[src/rtl/ic0_pkg.sv]
// Shared types and constants for the ic0 interconnect initiator.
// Holds the master FSM state encoding, bus widths and the default error word.
package ic0_pkg;

    localparam int IC0_AW = 32;
    localparam int IC0_DW = 32;

    localparam logic [IC0_DW-1:0] IC0_ERR_DATA = 32'hDEAD_BEEF;

    typedef enum logic [1:0] {
        IDLE  = 2'd0,
        WRITE = 2'd1,
        READ  = 2'd2,
        RESP  = 2'd3
    } ic0_state_e;

    // ic0 transfers are word-only; any nonzero low address bit is rejected
    function automatic logic is_misaligned(input logic [IC0_AW-1:0] addr);
        return (addr[1:0] != 2'b00);
    endfunction

endpackage

[src/rtl/ic0_rd_resp_sel.sv]
// Read-return lane selector: flags any/multiple ready strobes and muxes the
// data of the ready lane, masking every other lane so X never propagates.
module ic0_rd_resp_sel
    import ic0_pkg::*;
#(
    parameter int NUM_SLV = 4
) (
    input  logic [NUM_SLV-1:0]        rd_ready,
    input  logic [NUM_SLV*IC0_DW-1:0] rd_data,
    output logic                      any_ready,
    output logic                      multi_ready,
    output logic [IC0_DW-1:0]         sel_data
);

    logic                any_s;
    logic                multi_s;
    logic [IC0_DW-1:0]   data_s;

    // AND-OR mux: a lane contributes only while its own ready is high
    always_comb begin
        any_s   = 1'b0;
        multi_s = 1'b0;
        data_s  = {IC0_DW{1'b0}};
        for (int i = 0; i < NUM_SLV; i++) begin
            multi_s = multi_s | (any_s & rd_ready[i]);
            any_s   = any_s | rd_ready[i];
            data_s  = data_s | (rd_data[IC0_DW*i +: IC0_DW] & {IC0_DW{rd_ready[i]}});
        end
    end

    assign any_ready   = any_s;
    assign multi_ready = multi_s;
    assign sel_data    = data_s;

endmodule

[src/rtl/ic0_bus_master.sv]
// Single-outstanding ic0 initiator: one bus write or read per accepted command,
// result returned on a valid/ready response port with misalign/timeout errors.
module ic0_bus_master
    import ic0_pkg::*;
#(
    parameter int                NUM_SLV  = 4,
    parameter int                TIMEOUT  = 16,
    parameter logic [IC0_DW-1:0] ERR_DATA = IC0_ERR_DATA
) (
    input  logic                      clk,
    input  logic                      c_sys_rst,
    input  logic                      cmd_valid,
    output logic                      cmd_ready,
    input  logic                      cmd_write,
    input  logic [IC0_AW-1:0]         cmd_addr,
    input  logic [IC0_DW-1:0]         cmd_wdata,
    output logic                      rsp_valid,
    input  logic                      rsp_ready,
    output logic [IC0_DW-1:0]         rsp_rdata,
    output logic                      rsp_err,
    output logic                      ic0_c_axi_mst_wr_valid,
    output logic                      ic0_c_axi_mst_rd_valid,
    output logic [IC0_AW-1:0]         ic0_axi_mst_wr_addr,
    output logic [IC0_DW-1:0]         ic0_axi_mst_wr_data,
    output logic [IC0_AW-1:0]         ic0_axi_mst_rd_addr,
    input  logic [NUM_SLV-1:0]        ic0_c_axi_slv_rd_ready,
    input  logic [NUM_SLV*IC0_DW-1:0] ic0_axi_slv_rd_data
);

    localparam int               CNT_W     = $clog2(TIMEOUT + 1);
    localparam logic [CNT_W-1:0] TIMEOUT_C = CNT_W'(TIMEOUT);

    ic0_state_e          state_r;
    ic0_state_e          state_nxt_s;
    logic [CNT_W-1:0]    cnt_r;
    logic [CNT_W-1:0]    cnt_nxt_s;
    logic [CNT_W-1:0]    cnt_inc_s;
    logic [IC0_AW-1:0]   addr_r;
    logic [IC0_DW-1:0]   wdata_r;
    logic [IC0_DW-1:0]   rsp_rdata_r;
    logic [IC0_DW-1:0]   rsp_rdata_nxt_s;
    logic                rsp_err_r;
    logic                rsp_err_nxt_s;
    logic                wr_valid_r;
    logic                rd_valid_r;
    logic                rsp_valid_r;
    logic                cmd_fire_s;
    logic                any_ready_s;
    logic                multi_ready_s;
    logic [IC0_DW-1:0]   sel_data_s;

    ic0_rd_resp_sel #(
        .NUM_SLV (NUM_SLV)
    ) u_rd_resp_sel (
        .rd_ready    (ic0_c_axi_slv_rd_ready),
        .rd_data     (ic0_axi_slv_rd_data),
        .any_ready   (any_ready_s),
        .multi_ready (multi_ready_s),
        .sel_data    (sel_data_s)
    );

    assign cmd_ready  = (state_r == IDLE);
    assign cmd_fire_s = cmd_valid & (state_r == IDLE);
    assign cnt_inc_s  = cnt_r + CNT_W'(1);

    // Next-state, wait counter and response word selection
    always_comb begin
        state_nxt_s     = state_r;
        cnt_nxt_s       = cnt_r;
        rsp_rdata_nxt_s = rsp_rdata_r;
        rsp_err_nxt_s   = rsp_err_r;
        case (state_r)
            IDLE: begin
                if (cmd_valid) begin
                    if (is_misaligned(cmd_addr)) begin
                        state_nxt_s     = RESP;
                        rsp_err_nxt_s   = 1'b1;
                        rsp_rdata_nxt_s = ERR_DATA;
                    end else if (cmd_write) begin
                        state_nxt_s = WRITE;
                    end else begin
                        state_nxt_s = READ;
                        cnt_nxt_s   = {CNT_W{1'b0}};
                    end
                end else begin
                    state_nxt_s = IDLE;
                end
            end
            WRITE: begin
                // ic0 writes are posted with no acknowledge
                state_nxt_s     = RESP;
                rsp_err_nxt_s   = 1'b0;
                rsp_rdata_nxt_s = {IC0_DW{1'b0}};
            end
            READ: begin
                if (multi_ready_s) begin
                    state_nxt_s     = RESP;
                    rsp_err_nxt_s   = 1'b1;
                    rsp_rdata_nxt_s = ERR_DATA;
                end else if (any_ready_s) begin
                    state_nxt_s     = RESP;
                    rsp_err_nxt_s   = 1'b0;
                    rsp_rdata_nxt_s = sel_data_s;
                end else if (cnt_inc_s == TIMEOUT_C) begin
                    state_nxt_s     = RESP;
                    rsp_err_nxt_s   = 1'b1;
                    rsp_rdata_nxt_s = ERR_DATA;
                end else begin
                    cnt_nxt_s = cnt_inc_s;
                end
            end
            RESP: begin
                if (rsp_ready) begin
                    state_nxt_s = IDLE;
                end else begin
                    state_nxt_s = RESP;
                end
            end
            default: begin
                state_nxt_s = IDLE;
            end
        endcase
    end

    // State, counter and registered strobes; strobes follow the next state so
    // they are active exactly while the FSM sits in the matching state
    always_ff @(posedge clk or posedge c_sys_rst) begin
        if (c_sys_rst) begin
            state_r     <= IDLE;
            cnt_r       <= {CNT_W{1'b0}};
            rsp_rdata_r <= {IC0_DW{1'b0}};
            rsp_err_r   <= 1'b0;
            wr_valid_r  <= 1'b0;
            rd_valid_r  <= 1'b0;
            rsp_valid_r <= 1'b0;
        end else begin
            state_r     <= state_nxt_s;
            cnt_r       <= cnt_nxt_s;
            rsp_rdata_r <= rsp_rdata_nxt_s;
            rsp_err_r   <= rsp_err_nxt_s;
            wr_valid_r  <= (state_nxt_s == WRITE);
            rd_valid_r  <= (state_nxt_s == READ);
            rsp_valid_r <= (state_nxt_s == RESP);
        end
    end

    // Command capture; held for the whole bus transaction
    always_ff @(posedge clk or posedge c_sys_rst) begin
        if (c_sys_rst) begin
            addr_r  <= {IC0_AW{1'b0}};
            wdata_r <= {IC0_DW{1'b0}};
        end else if (cmd_fire_s) begin
            addr_r  <= cmd_addr;
            wdata_r <= cmd_wdata;
        end else begin
            addr_r  <= addr_r;
            wdata_r <= wdata_r;
        end
    end

    assign rsp_valid              = rsp_valid_r;
    assign rsp_rdata              = rsp_rdata_r;
    assign rsp_err                = rsp_err_r;
    assign ic0_c_axi_mst_wr_valid = wr_valid_r;
    assign ic0_c_axi_mst_rd_valid = rd_valid_r;
    assign ic0_axi_mst_wr_addr    = addr_r;
    assign ic0_axi_mst_wr_data    = wdata_r;
    assign ic0_axi_mst_rd_addr    = addr_r;

endmodule

[config.mk]
export PLATFORM = sky130hd
export DESIGN_NAME = ic0_bus_master
export DESIGN_NICKNAME = d
export VERILOG_FILES = /design/src/rtl/ic0_pkg.sv /design/src/rtl/ic0_rd_resp_sel.sv /design/src/rtl/ic0_bus_master.sv
export SDC_FILE = /design/constraint.sdc
export NUM_CORES = 1
export LEC_CHECK = 0
export ABC_AREA = 1
export CAP_MARGIN = 25
export CORE_ASPECT_RATIO = 0.5
export CORE_MARGIN = 8
export CORE_UTILIZATION = 42
export DETAILED_ROUTE_END_ITERATION = 8
export HOLD_SLACK_MARGIN = 0.03
export PLACE_DENSITY = 0.85
export SYNTH_ARGS = -nofsm -noshare
export SYNTH_HDL_FRONTEND = slang
export SYNTH_SLANG_ARGS = --single-unit
[constraint.sdc]
create_clock -name clk -period 7.5 [get_ports clk]
set_input_delay 2.25 -clock clk [delete_from_list [all_inputs] [get_ports clk]]
set_output_delay 2.25 -clock clk [all_outputs]
set_load 0.02 [all_outputs]
== After elaboration in Yosys (flattened, before gate mapping) ==
Cells that the tools add are included.
Word-level totals
  bits in registers: 107
  logic and storage cells: 74
Operators by class
  add/subtract/negate cells: 1
  equal/unequal tests: 15
  muxes and demuxes: 27
  bitwise logic cells: 16
  reductions and logical operators: 6
Operators with widths (count)
  $mux W32: 5
  $and A32 B32 Y32: 4
  $or A32 B32 Y32: 3
  $pmux W32 S3: 1
  $mux W5: 6
  $mux W2: 7
  $ne A2 B2 Y1 const B: 6
  $pmux W5 S2: 1
  $eq A2 B2 Y1 const B: 4
  $pmux W2 S4: 1
  $reduce_and A7 Y1: 1
  $add A5 B1 Y5 const B: 1
  $eq A5 B5 Y1 const B: 1
  $mux W1: 5
  $or A1 B1 Y1: 5
  $and A1 B1 Y1: 4
  $eq A2 B1 Y1 const B: 2
  $ne A4 B4 Y1 const B: 1
  $reduce_and A4 Y1: 1
  $reduce_bool A2 Y1: 2
  $pmux W1 S3: 1
  $reduce_bool A3 Y1: 1
  $logic_not A2 Y1: 1
  $ne A2 B1 Y1 const B: 1

== Depth between registers and ports, before layout ==
Gate-level depths: netlist (run 1).
  depth in word-level cells: 7
  depth in mapped cells: 11

== Hierarchy ==
A second synthesis (run 1) with hierarchy kept.
Unflattened totals
  cells, all modules: 791
  area, all modules: 5708.0 µm²
Modules (own cells, without submodules)
  ic0_bus_master: times used 1, cells an instance 605, area an instance 4865.9 µm², sequential area each 2677.6 µm²
  ic0_rd_resp_sel: times used 1, cells an instance 186, area an instance 842.1 µm², sequential area each 0.0 µm²

== Worst setup path before layout (run 1) ==
Ideal clock, no wire load.
  kind: input port to flip-flop
  start point: in ic0_c_axi_slv_rd_ready[1]
  end point: reg rsp_rdata_r[5], in the netlist rsp_rdata[5]
  arrival time: 3.153 ns
  path slack: 4.230 ns
  cell stages on the path: 10
  buffers on the path: 2
  path through: buf_4 > nor2_4 > nand2_2 > a21oi_4 > buf_6 > nand2_1 > nand2_1 > nand2_1 > nand2_1 > nand2_1
Between the ends
  cells in the longest elaborated chain, start to end: 7
RTL lines
  start, declared: line ic0_bus_master.sv:26  | input logic [NUM_SLV-1:0] ic0_c_axi_slv_rd_ready,
  $and A32 B32 Y32: line ic0_rd_resp_sel.sv:27  | data_s = data_s | (rd_data[IC0_DW*i +: IC0_DW] & {IC0_DW{rd_ready[i]}});
  $or A32 B32 Y32 (3 in series): line ic0_rd_resp_sel.sv:27
  $mux W32: line ic0_bus_master.sv:100  | end else if (any_ready_s) begin
  $mux W32: line ic0_bus_master.sv:96  | if (multi_ready_s) begin
  $pmux W32 S3: line ic0_bus_master.sv:72  | case (state_r)
  end signal, assigned: line ic0_bus_master.sv:131  | rsp_rdata_r <= {IC0_DW{1'b0}};
  end signal, assigned: line ic0_bus_master.sv:139  | rsp_rdata_r <= rsp_rdata_nxt_s;
  end, declared: line ic0_bus_master.sv:40  | logic [IC0_DW-1:0] rsp_rdata_r;
Parallel ways exist; a longest one is shown, timed or not.
A chain may end at the register's enable or synchronous reset.

== Worst setup path after layout (run 1) ==
  start point: reg state_r[0]
  end point: out cmd_ready
Between the ends
  cells in the longest elaborated chain, start to end: 1
RTL lines
  start, declared: line ic0_bus_master.sv:33  | ic0_state_e state_r;
  start signal, assigned: line ic0_bus_master.sv:137  | state_r <= state_nxt_s;
  $logic_not A2 Y1: line ic0_bus_master.sv:62  | assign cmd_ready = (state_r == IDLE);
  end, declared: line ic0_bus_master.sv:13  | output logic cmd_ready,
Every way passes these cells.

==> flow_summary.json, run 1 <==
{
  "cts_root_buffer": "clkbuf_16",
  "critPathTopFamily": "buffers and inverters",
  "synth-simple-area-share": 0.367,
  "finalSetupViolCount": 0,
  "synth.area.mux_share": 0,
  "cp-start-kind": "flip-flop",
  "synth_cell_type_count": 27,
  "slew_headroom": 0.354,
  "synth_warnings": 0,
  "coreArea_sq_mm": 0.0134,
  "p_comb_frac": 0.573,
  "layout-drive-gt1-share": 0.0331,
  "dr_total_vias": 6023,
  "clock_path_buffers": 2,
  "synth_seq_area_share": 0.466,
  "drcViolationCount": 0,
  "cp_data_required_time_ns": 5.25,
  "cts_resized": 0,
  "routed_via_density": 4.88,
  "die-area_sq_mm": 0.0179,
  "worstPathCellList": "inv_1, ha_1, clkdlybuf4s50_1",
  "routed_wl_microns": 19900,
  "start_util": 0.427,
  "grt_pass1_vias": 6189,
  "clock-sinks": 107,
  "wl_per_cell_microns": 16.1,
  "post_cts_buffers": 0,
  "cts_hold_buffers": 0,
  "power.switching_mw": 1.48,
  "grt-ovfl-total": 0,
  "fin_area_sq_mm": 0.00915,
  "drt_first_pass_iters": 5,
  "worst-slew-pin-transition_ns": 0.969,
  "highest_layer": "met4",
  "nNetsFinal": 1260,
  "hold_viol": 0,
  "leakage_nw": 4.34,
  "syn_avg_cell_area_sq_um": 7.37,
  "finalSetupTns_ns": 0,
  "p_int_mw": 1.97,
  "peakVddDrop_mv": 0.171,
  "antenna_found_initial": 0,
  "syn_nets": 985,
  "wl_met3_microns": 1180,
  "port_buffers": 333,
  "die_h_microns": 98.7,
  "cts.clk_slew.worst_paths_ns": 0.07,
  "htree_levels": 3,
  "io_pins": 334,
  "antenna_cells": 0,
  "wirelength_met1_microns": 7570,
  "min_period_ns": 4.05,
  "crit_fanout": 6,
  "final_util": 0.681,
  "syn_inst": 779,
  "cts_tree": "yes",
  "ys_seq_elements": 107,
  "synth_top_family_by_area": "simple AND/OR/NAND/NOR gates",
  "cts_buffers": 9,
  "status": "finished, final reports clean",
  "max_freq_mhz": 247,
  "cp_num_buf_inv": 2,
  "seqPwrFrac": 0.291,
  "fin_skew_ns": 0.00836,
  "powerDensity_mw_per_mm2": 377,
  "period_share": 0.540,
  "critPathMaxStageDelay_ns": 0.65,
  "nFillCells": 1061,
  "gr-usage-all-layers": 0.213,
  "placedInstanceArea_sq_mm": 0.00886,
  "post-place-ws_ns": 3.17,
  "ant_nets": 0,
  "synth-adder-area-share": 0.0109,
  "synth_compound_area_frac": 0.0573,
  "num_rows": 30,
  "clk_latency_ns": 0.34,
  "cpMaxStageDelayCell": "clkdlybuf4s50_1",
  "synthXorXnorAreaFrac": 0,
  "grt_first_pass_wirelength_microns": 31700,
  "gp_congestion": 0.830,
  "critPathKind": "reg -> out",
  "drtIter0Drc": 325,
  "swShare": 0.429,
  "end_kind": "output port",
  "syn_to_final_growth_pct": 59.5,
  "netlist_area_sq_mm": 0.00574,
  "die_w_microns": 181,
  "min_path_type": "reg -> reg",
  "cp.arrival_ns": 1.80,
  "drv_cap": 0,
  "wl_met2_microns": 10600,
  "hpwlAfterDp_microns": 15200,
  "layout_setup_ws_ns": 3.45,
  "clockPowerShare": 0.137,
  "drv_slew": 0,
  "grt_max_degree": 74,
  "rsz0062_at_grt": "no"
}
==> kinds of logic (layout without fill, tap and decap cells) <==
kind of cell / Yosys count / after routing
AOI/OAI and AO/OA: 49 / 49
DFF: 107 / 107
adders and majority gates: 5 / 5
and+or+nand+nor: 523 / 523
buffers and inverters: 95 / 374
==> layout make-up <==
type | instances | area (sq um) | share of cell area
inverter | 19 | 76.3 | 0.00834
sequential | 107 | 2680 | 0.293
tap | 176 | 220 | 0.0241
multi-input combinational | 577 | 2500 | 0.273
clock buffer | 13 | 260 | 0.0284
clock inverter | 2 | 35.0 | 0.00383
timing repair buffer | 340 | 3390 | 0.370
==> stage by stage <==
step | hold WS, ns | power, mW | cells
after floorplan | 0.464 | 2.17 | 779
after global placement | 0.462 | 2.94 | 1219
after detailed placement | 0.466 | 2.99 | 1219
after CTS | 0.483 | 3.48 | 1234
after global routing | 0.506 | 3.68 | 1234
final | 0.481 | 3.45 | 1234
==> Yosys cell counts (all sizes together) <==
cell type	count	share of area
nand2	451	0.30
dfrtp	107	0.47
buf	61	0.076
nand4	34	0.037
nor2	26	0.018
o21ai	25	0.022
inv	19	0.013
a22o	18	0.027
clkbuf	15	0.0098
nand3	10	0.0096
a21oi	5	0.0063
ha	5	0.011
nand3b	1	0.0035
o22ai	1	0.0011
or2	1	0.0011
==> routing by layer <==
metal	vias up	GRT usage
li1	2960	-
met5	-	0
met2	223	0.406
met4	0	0.0683
met3	31	0.0499
met1	2809	0.230
==> power groups by stage <==
stage,Clock (mW),Combinational [mW],Sequential [mW]
finish,0.471,1.98,1.00
global route,0.505,2.14,1.03
CTS,0.481,2.00,1.00
detailed placement,0,1.99,1.01
global placement,0,1.95,0.999
floorplan,0,0.884,1.28
==> state kept, by name, summed over array words and instances, names as in the netlist <==
signal                  cells
ic0_axi_mst_rd_addr        32
ic0_c_axi_mst_rd_valid      1
state_r                     2
rsp_valid                   1
ic0_axi_mst_wr_data        32
rsp_rdata                  32
cnt_r                       5
ic0_c_axi_mst_wr_valid      1
rsp_err                     1
==> cells in the final DEF, fill, tap and decap left out, drive strengths merged, types with 5 or more instances in the layout <==
cell | synthesis | final
inv | 19 | 19
nor2 | 26 | 26
clkbuf | 15 | 13
o21ai | 25 | 25
ha | 5 | 5
nand3 | 10 | 10
a22o | 18 | 18
nand2 | 451 | 451
clkdlybuf4s50 | 0 | 333
dfrtp | 107 | 107
a21oi | 5 | 5
nand4 | 34 | 34
buf | 61 | 7
==> path summary, 6_finish.rpt <==
check | startpoint | to | slack [ns] | depth (start not counted)
hold / removal | ic0_axi_mst_wr_data[27]$_DFFE_PP0P_ | ic0_axi_mst_wr_data[27]$_DFFE_PP0P_ | 0.48 | 2
hold reg to reg | ic0_axi_mst_wr_data[27]$_DFFE_PP0P_ | ic0_axi_mst_wr_data[27]$_DFFE_PP0P_ | 0.48 | 2
setup / recovery | state_r[0]$_DFF_PP0_ | cmd_ready | 3.45 | 3
max in group asynchronous | c_sys_rst | rsp_rdata[11]$_DFFE_PP0P_ | 3.92 | 3
setup reg to reg | state_r[0]$_DFF_PP0_ | rsp_rdata[27]$_DFFE_PP0P_ | 4.71 | 9
min in group asynchronous | c_sys_rst | ic0_axi_mst_wr_data[23]$_DFFE_PP0P_ | 2.27 | 2
==> tightest hold or removal path, stage by stage (launching register included) <==
cell	delay (ns)
dfrtp_1	0.34
nand2_1	0.05
nand2_1	0.05
Note: power is estimated with default switching activity, not from simulation.
==> inputs of run 2 (changes only) <==
Settings changed: CORE_UTILIZATION 42 to 35, PLACE_DENSITY 0.85 to 0.75.
Clock period 7.5 ns to 3.5 ns, I/O delays scaled along.
==> run 2 against run 1 <==
  * Clock-buffer cell count is 3 lower
  * Via count is 0.27% higher
  * Clock power is 130% higher
  * Cell area is 1.8% higher
  * Non-clock buffer count is 6 higher
  * Sequential share of layout area is 0.51 points lower
  * Hold slack worse by 0.0012 ns
  * Flip-flop and latch count stayed put
  * Largest cell class unchanged
  * Largest power group unchanged
==> flow_summary.json, run 2 (synthesis gave the netlist of run 1 again) <==
{
  "status": "finished, final reports clean",
  "critPathTopFamily": "buffers and inverters",
  "syn_to_final_growth_pct": 62.3,
  "cp-start-kind": "flip-flop",
  "cts_buffers": 9,
  "nNetsFinal": 1266,
  "min_path_type": "reg -> reg",
  "grt_first_pass_wirelength_microns": 32500,
  "grt-ovfl-total": 0,
  "drtIter0Drc": 445,
  "clock_path_buffers": 2,
  "drv_slew": 0,
  "fin_skew_ns": 0.00802,
  "hpwlAfterDp_microns": 16500,
  "cp.arrival_ns": 1.81,
  "clockPowerShare": 0.145,
  "mostFrequentLayoutCell": "nand2_1",
  "rsz0062_at_grt": "no",
  "globalRoute.busiestLayer": "met2",
  "hold_ws_ns": 0.480,
  "die_w_microns": 197,
  "grt_max_degree": 108,
  "layout-drive-gt1-share": 0.0404,
  "leakage_nw": 4.39,
  "dr_total_vias": 6039,
  "gp_congestion": 0.813,
  "hold_viol": 0,
  "use_met1": 0.220,
  "start_util": 0.354,
  "clock-sinks": 107,
  "critPathMaxStageDelay_ns": 0.67,
  "cp_data_required_time_ns": 2.45,
  "ant_nets": 0,
  "max_freq_mhz": 350,
  "grt_pass1_vias": 5940,
  "use_met3": 0.0416,
  "peakVddDrop_mv": 0.416,
  "slew_headroom": 0.590,
  "clk_latency_ns": 0.34,
  "min_period_ns": 2.86,
  "drv_cap": 0,
  "antenna_cells": 0,
  "critPathKind": "reg -> out",
  "routed_wl_microns": 20700,
  "gr-usage-all-layers": 0.190,
  "worstPathCellList": "inv_1, ha_1, clkdlybuf4s50_1",
  "crit_fanout": 6,
  "final_util": 0.574,
  "swShare": 0.427,
  "post_cts_buffers": 0,
  "cts_hold_buffers": 0,
  "port_buffers": 333,
  "cp_num_buf_inv": 2,
  "coreArea_sq_mm": 0.0162,
  "period_share": 0.817,
  "power.switching_mw": 3.22,
  "drt_first_pass_iters": 4,
  "antenna_found_initial": 0,
  "use_met2": 0.349,
  "cts.clk_slew.worst_paths_ns": 0.07,
  "finalSetupViolCount": 0,
  "layout_common_cells": "nand2_1 (447), clkdlybuf4s50_1 (333), dfrtp_1 (107)",
  "drcViolationCount": 0,
  "wl_per_cell_microns": 16.1,
  "powerDensity_mw_per_mm2": 808,
  "seqPwrFrac": 0.286,
  "cpMaxStageDelayCell": "clkdlybuf4s50_1",
  "die-area_sq_mm": 0.0210,
  "htree_levels": 3,
  "finalSetupTns_ns": 0,
  "num_rows": 33,
  "worst-slew-pin-transition_ns": 0.615,
  "cts_resized": 0,
  "p_int_mw": 4.31,
  "p_comb_frac": 0.569,
  "io_pins": 334,
  "end_kind": "output port",
  "cts_root_buffer": "clkbuf_16",
  "routed_via_density": 4.68,
  "cts_tree": "yes",
  "die_h_microns": 107
}
-- run 2: cell types whose count changed in the layout (fill, tap and decap cells not counted) --
| cell | previous run | this run |
|---|---|---|
| buf_4 | 7 | 11 |
| clkbuf_8 | 2 | 1 |
| clkinvlp_4 | 0 | 1 |
| inv_6 | 0 | 2 |
| buf_12 | 0 | 2 |
| clkbuf_1 | 2 | 0 |
| inv_4 | 2 | 1 |
| bufinv_16 | 1 | 2 |
-- run 2: final timing paths --
check	from	endpoint	slack [ns]	depth (start not counted)
hold / removal	ic0_axi_mst_wr_data[7]$_DFFE_PP0P_	ic0_axi_mst_wr_data[7]$_DFFE_PP0P_	0.48	2
setup / recovery	state_r[0]$_DFF_PP0_	cmd_ready	0.64	3
setup reg to reg	state_r[0]$_DFF_PP0_	rsp_rdata[3]$_DFFE_PP0P_	1.26	9
min in group asynchronous	c_sys_rst	ic0_axi_mst_rd_addr[25]$_DFFE_PP0P_	1.18	3
max in group asynchronous	c_sys_rst	ic0_axi_mst_rd_addr[6]$_DFFE_PP0P_	1.81	3
hold reg to reg	ic0_axi_mst_wr_data[7]$_DFFE_PP0P_	ic0_axi_mst_wr_data[7]$_DFFE_PP0P_	0.48	2
-- run 2: tightest hold or removal path, cell delays in order (launching register included) --
cell,delay (ns)
dfrtp_1,0.34
nand2_1,0.05
nand2_1,0.05
-- run 2: routing by layer --
layer	part of all wire	vias up
met2	0.52	200
li1	-	2975
met3	0.060	28
met4	0.020	0
met5	0	-
met1	0.40	2836
-- run 2: power groups by stage --
stage                     registers, mW  logic [mW]  clock network (mW)
final                              2.15        4.29                1.09
after global routing               2.21        4.65                1.17
after CTS                          2.15        4.34                1.12
after detailed placement           2.17        4.33                   0
after global placement             2.14        4.26                   0
after floorplan                    2.75        1.89                   0
-- run 2: area by class of cell --
cell class | count | area [sq um]
Tap cell | 227 | 284
Fill cell | 1476 | 6910
Clock inverter | 5 | 82.6
Clock buffer | 10 | 239
Timing Repair Buffer | 346 | 3460
Sequential cell | 107 | 2680
Inverter | 19 | 77.6
Multi-Input combinational cell | 577 | 2500
-- run 2: through the flow --
| stage | instance area, sq um | instances | power [mW] | setup WS [ns] |
|---|---|---|---|---|
| after global routing | 9320 | 1291 | 8.04 | 0.543 |
| after global placement | 8990 | 1276 | 6.40 | 0.421 |
| after detailed placement | 8990 | 1276 | 6.50 | 0.336 |
| after floorplan | 5740 | 779 | 4.65 | 1.16 |
| final | 9320 | 1291 | 7.53 | 0.642 |
| after CTS | 9320 | 1291 | 7.62 | 0.626 |
==> inputs of run 3 (changes only) <==
Settings changed: CORE_UTILIZATION 35 to 39, PLACE_DENSITY 0.75 to 0.79.
Clock period 3.5 ns to 2.8 ns, I/O delays scaled along.
==> run 3 against run 2 <==
  * Power increased by 22%
  * Largest power group unchanged
  * Cell count decreased by 1.8%
  * Sequential power increased by 25%
  * Routed wire length decreased by 2.3%
  * Sequential share of layout area increased by 0.16 points
  * Global-route usage increased by 1.5 points
  * Clock power increased by 6%
==> flow_summary.json, run 3 (synthesis gave the netlist of run 1 again) <==
{
  "dr_total_vias": 6005,
  "period_share": 0.943,
  "antenna_found_initial": 1,
  "dp_cells": 1252,
  "clock-sinks": 107,
  "swShare": 0.433,
  "drv_cap": 0,
  "slew_headroom": 0.609,
  "layout-drive-gt1-share": 0.0449,
  "peakVddDrop_mv": 0.407,
  "finalSetupTns_ns": 0,
  "final_util": 0.642,
  "clockPowerShare": 0.126,
  "cpMaxStageDelayCell": "clkdlybuf4s50_1",
  "cp_data_required_time_ns": 1.96,
  "power.switching_mw": 3.98,
  "coreArea_sq_mm": 0.0144,
  "cts_buffers": 9,
  "clk_latency_ns": 0.34,
  "worst-slew-pin-transition_ns": 0.586,
  "grt_pass1_vias": 6120,
  "mostFrequentLayoutCell": "nand2_1",
  "fin_skew_ns": 0.00764,
  "layout_common_cells": "nand2_1 (447), clkdlybuf4s50_1 (333), dfrtp_1 (107)",
  "nFillCells": 1250,
  "antenna_cells": 0,
  "status": "finished, final reports clean",
  "r2r_setup_slack_ns": 1.02,
  "cp.arrival_ns": 1.80,
  "grt_max_degree": 108,
  "hpwlAfterDp_microns": 16200,
  "gr-usage-all-layers": 0.205,
  "routed_via_density": 4.74,
  "cts_hold_buffers": 0,
  "post_cts_buffers": 0,
  "min_period_ns": 2.64,
  "cts_root_buffer": "clkbuf_16",
  "htree_levels": 3,
  "drcViolationCount": 0,
  "grt-ovfl-total": 0,
  "multi_input_area_sq_mm": 0.00250,
  "max_freq_mhz": 379,
  "gp_congestion": 0.821,
  "stdcell_count": 1268,
  "drt_first_pass_iters": 4,
  "routed_wl_microns": 20300,
  "min_path_type": "reg -> reg",
  "drtIter0Drc": 338,
  "clock_path_buffers": 2,
  "ant_nets": 0,
  "leakage_nw": 4.39,
  "syn_to_final_growth_pct": 61.4,
  "cts_tree": "yes",
  "rsz0062_at_grt": "no",
  "port_buffers": 333,
  "worstPathCellList": "inv_1, ha_1, clkdlybuf4s50_1",
  "wl_per_cell_microns": 16.0,
  "end_kind": "output port",
  "start_util": 0.398,
  "p_comb_frac": 0.581,
  "io_pins": 334,
  "hold_viol": 0,
  "seqPwrFrac": 0.292,
  "cp-start-kind": "flip-flop",
  "critPathMaxStageDelay_ns": 0.68,
  "powerDensity_mw_per_mm2": 993,
  "cts.clk_slew.worst_paths_ns": 0.07,
  "die_w_microns": 188,
  "nNetsFinal": 1271,
  "cts_resized": 0,
  "die-area_sq_mm": 0.0191,
  "grt_first_pass_wirelength_microns": 31800,
  "ff_latch_area_sq_mm": 0.00268,
  "crit_fanout": 6,
  "finalSetupViolCount": 0,
  "die_h_microns": 102,
  "drv_slew": 0,
  "critPathKind": "reg -> out",
  "num_rows": 31,
  "p_int_mw": 5.22
}
[run 3: cell count changes in the layout (fill, tap and decap cells not counted)]
cell,previous run,this run
clkbuf_8,1,0
inv_8,0,1
bufinv_16,2,0
clkbuf_1,0,1
clkinv_2,1,3
buf_4,11,16
clkinvlp_4,1,3
inv_6,2,0
[run 3: path summary, 6_finish.rpt]
| check | start | endpoint | depth (start not counted) |
|---|---|---|---|
| max in group asynchronous | c_sys_rst | rsp_valid$_DFF_PP0_ | 3 |
| min reg2reg | rsp_rdata[2]$_DFFE_PP0P_ | rsp_rdata[2]$_DFFE_PP0P_ | 2 |
| max reg2reg | state_r[0]$_DFF_PP0_ | rsp_err$_DFFE_PP0P_ | 9 |
| max | state_r[0]$_DFF_PP0_ | cmd_ready | 3 |
| min | rsp_rdata[2]$_DFFE_PP0P_ | rsp_rdata[2]$_DFFE_PP0P_ | 2 |
| min in group asynchronous | c_sys_rst | ic0_axi_mst_rd_addr[31]$_DFFE_PP0P_ | 3 |
[run 3: metrics by stage]
step / area (sq um) / setup slack, ns / hold slack (ns) / total power, mW
final: 9270 / 0.159 / 0.480 / 9.20
after global routing: 9270 / 0.0579 / 0.495 / 9.85
after CTS: 9270 / 0.146 / 0.485 / 9.31
after detailed placement: 8990 / 0.197 / 0.467 / 8.12
after global placement: 8990 / 0.257 / 0.462 / 8.00
after floorplan: 5740 / 0.672 / 0.464 / 5.81
[run 3: final cells by class]
cell class / count / area share
Timing Repair Buffer: 351 / 0.377
Inverter: 19 / 0.00837
Tap cell: 198 / 0.0267
Sequential cell: 107 / 0.289
Clock inverter: 6 / 0.00446
Multi-Input combinational cell: 577 / 0.270
Clock buffer: 10 / 0.0247
[run 3: routing by layer]
layer  share of wire  up-vias  routed length [microns]  track usage
met1            0.39     2810                     7900        0.223
li1                -     2982                        -            -
met4           0.018        2                      356       0.0517
met2            0.53      186                    10700        0.387
met5         0.00039        -                        8            0
met3           0.062       25                     1270       0.0632
[run 3: power by group through the flow]
stage / logic [mW] / clock network (mW) / registers (mW)
after floorplan: 2.37 / 0 / 3.44
after CTS: 5.42 / 1.20 / 2.70
after detailed placement: 5.40 / 0 / 2.72
after global routing: 5.81 / 1.25 / 2.78
after global placement: 5.31 / 0 / 2.69
final: 5.35 / 1.16 / 2.69
[run 3: critical path, delay by kind of cell (launching register included)]
family / cells / cell delay [ns]
DFF: 1 / 0.42
buffers and inverters: 2 / 0.78
adders and majority gates: 1 / 0.28
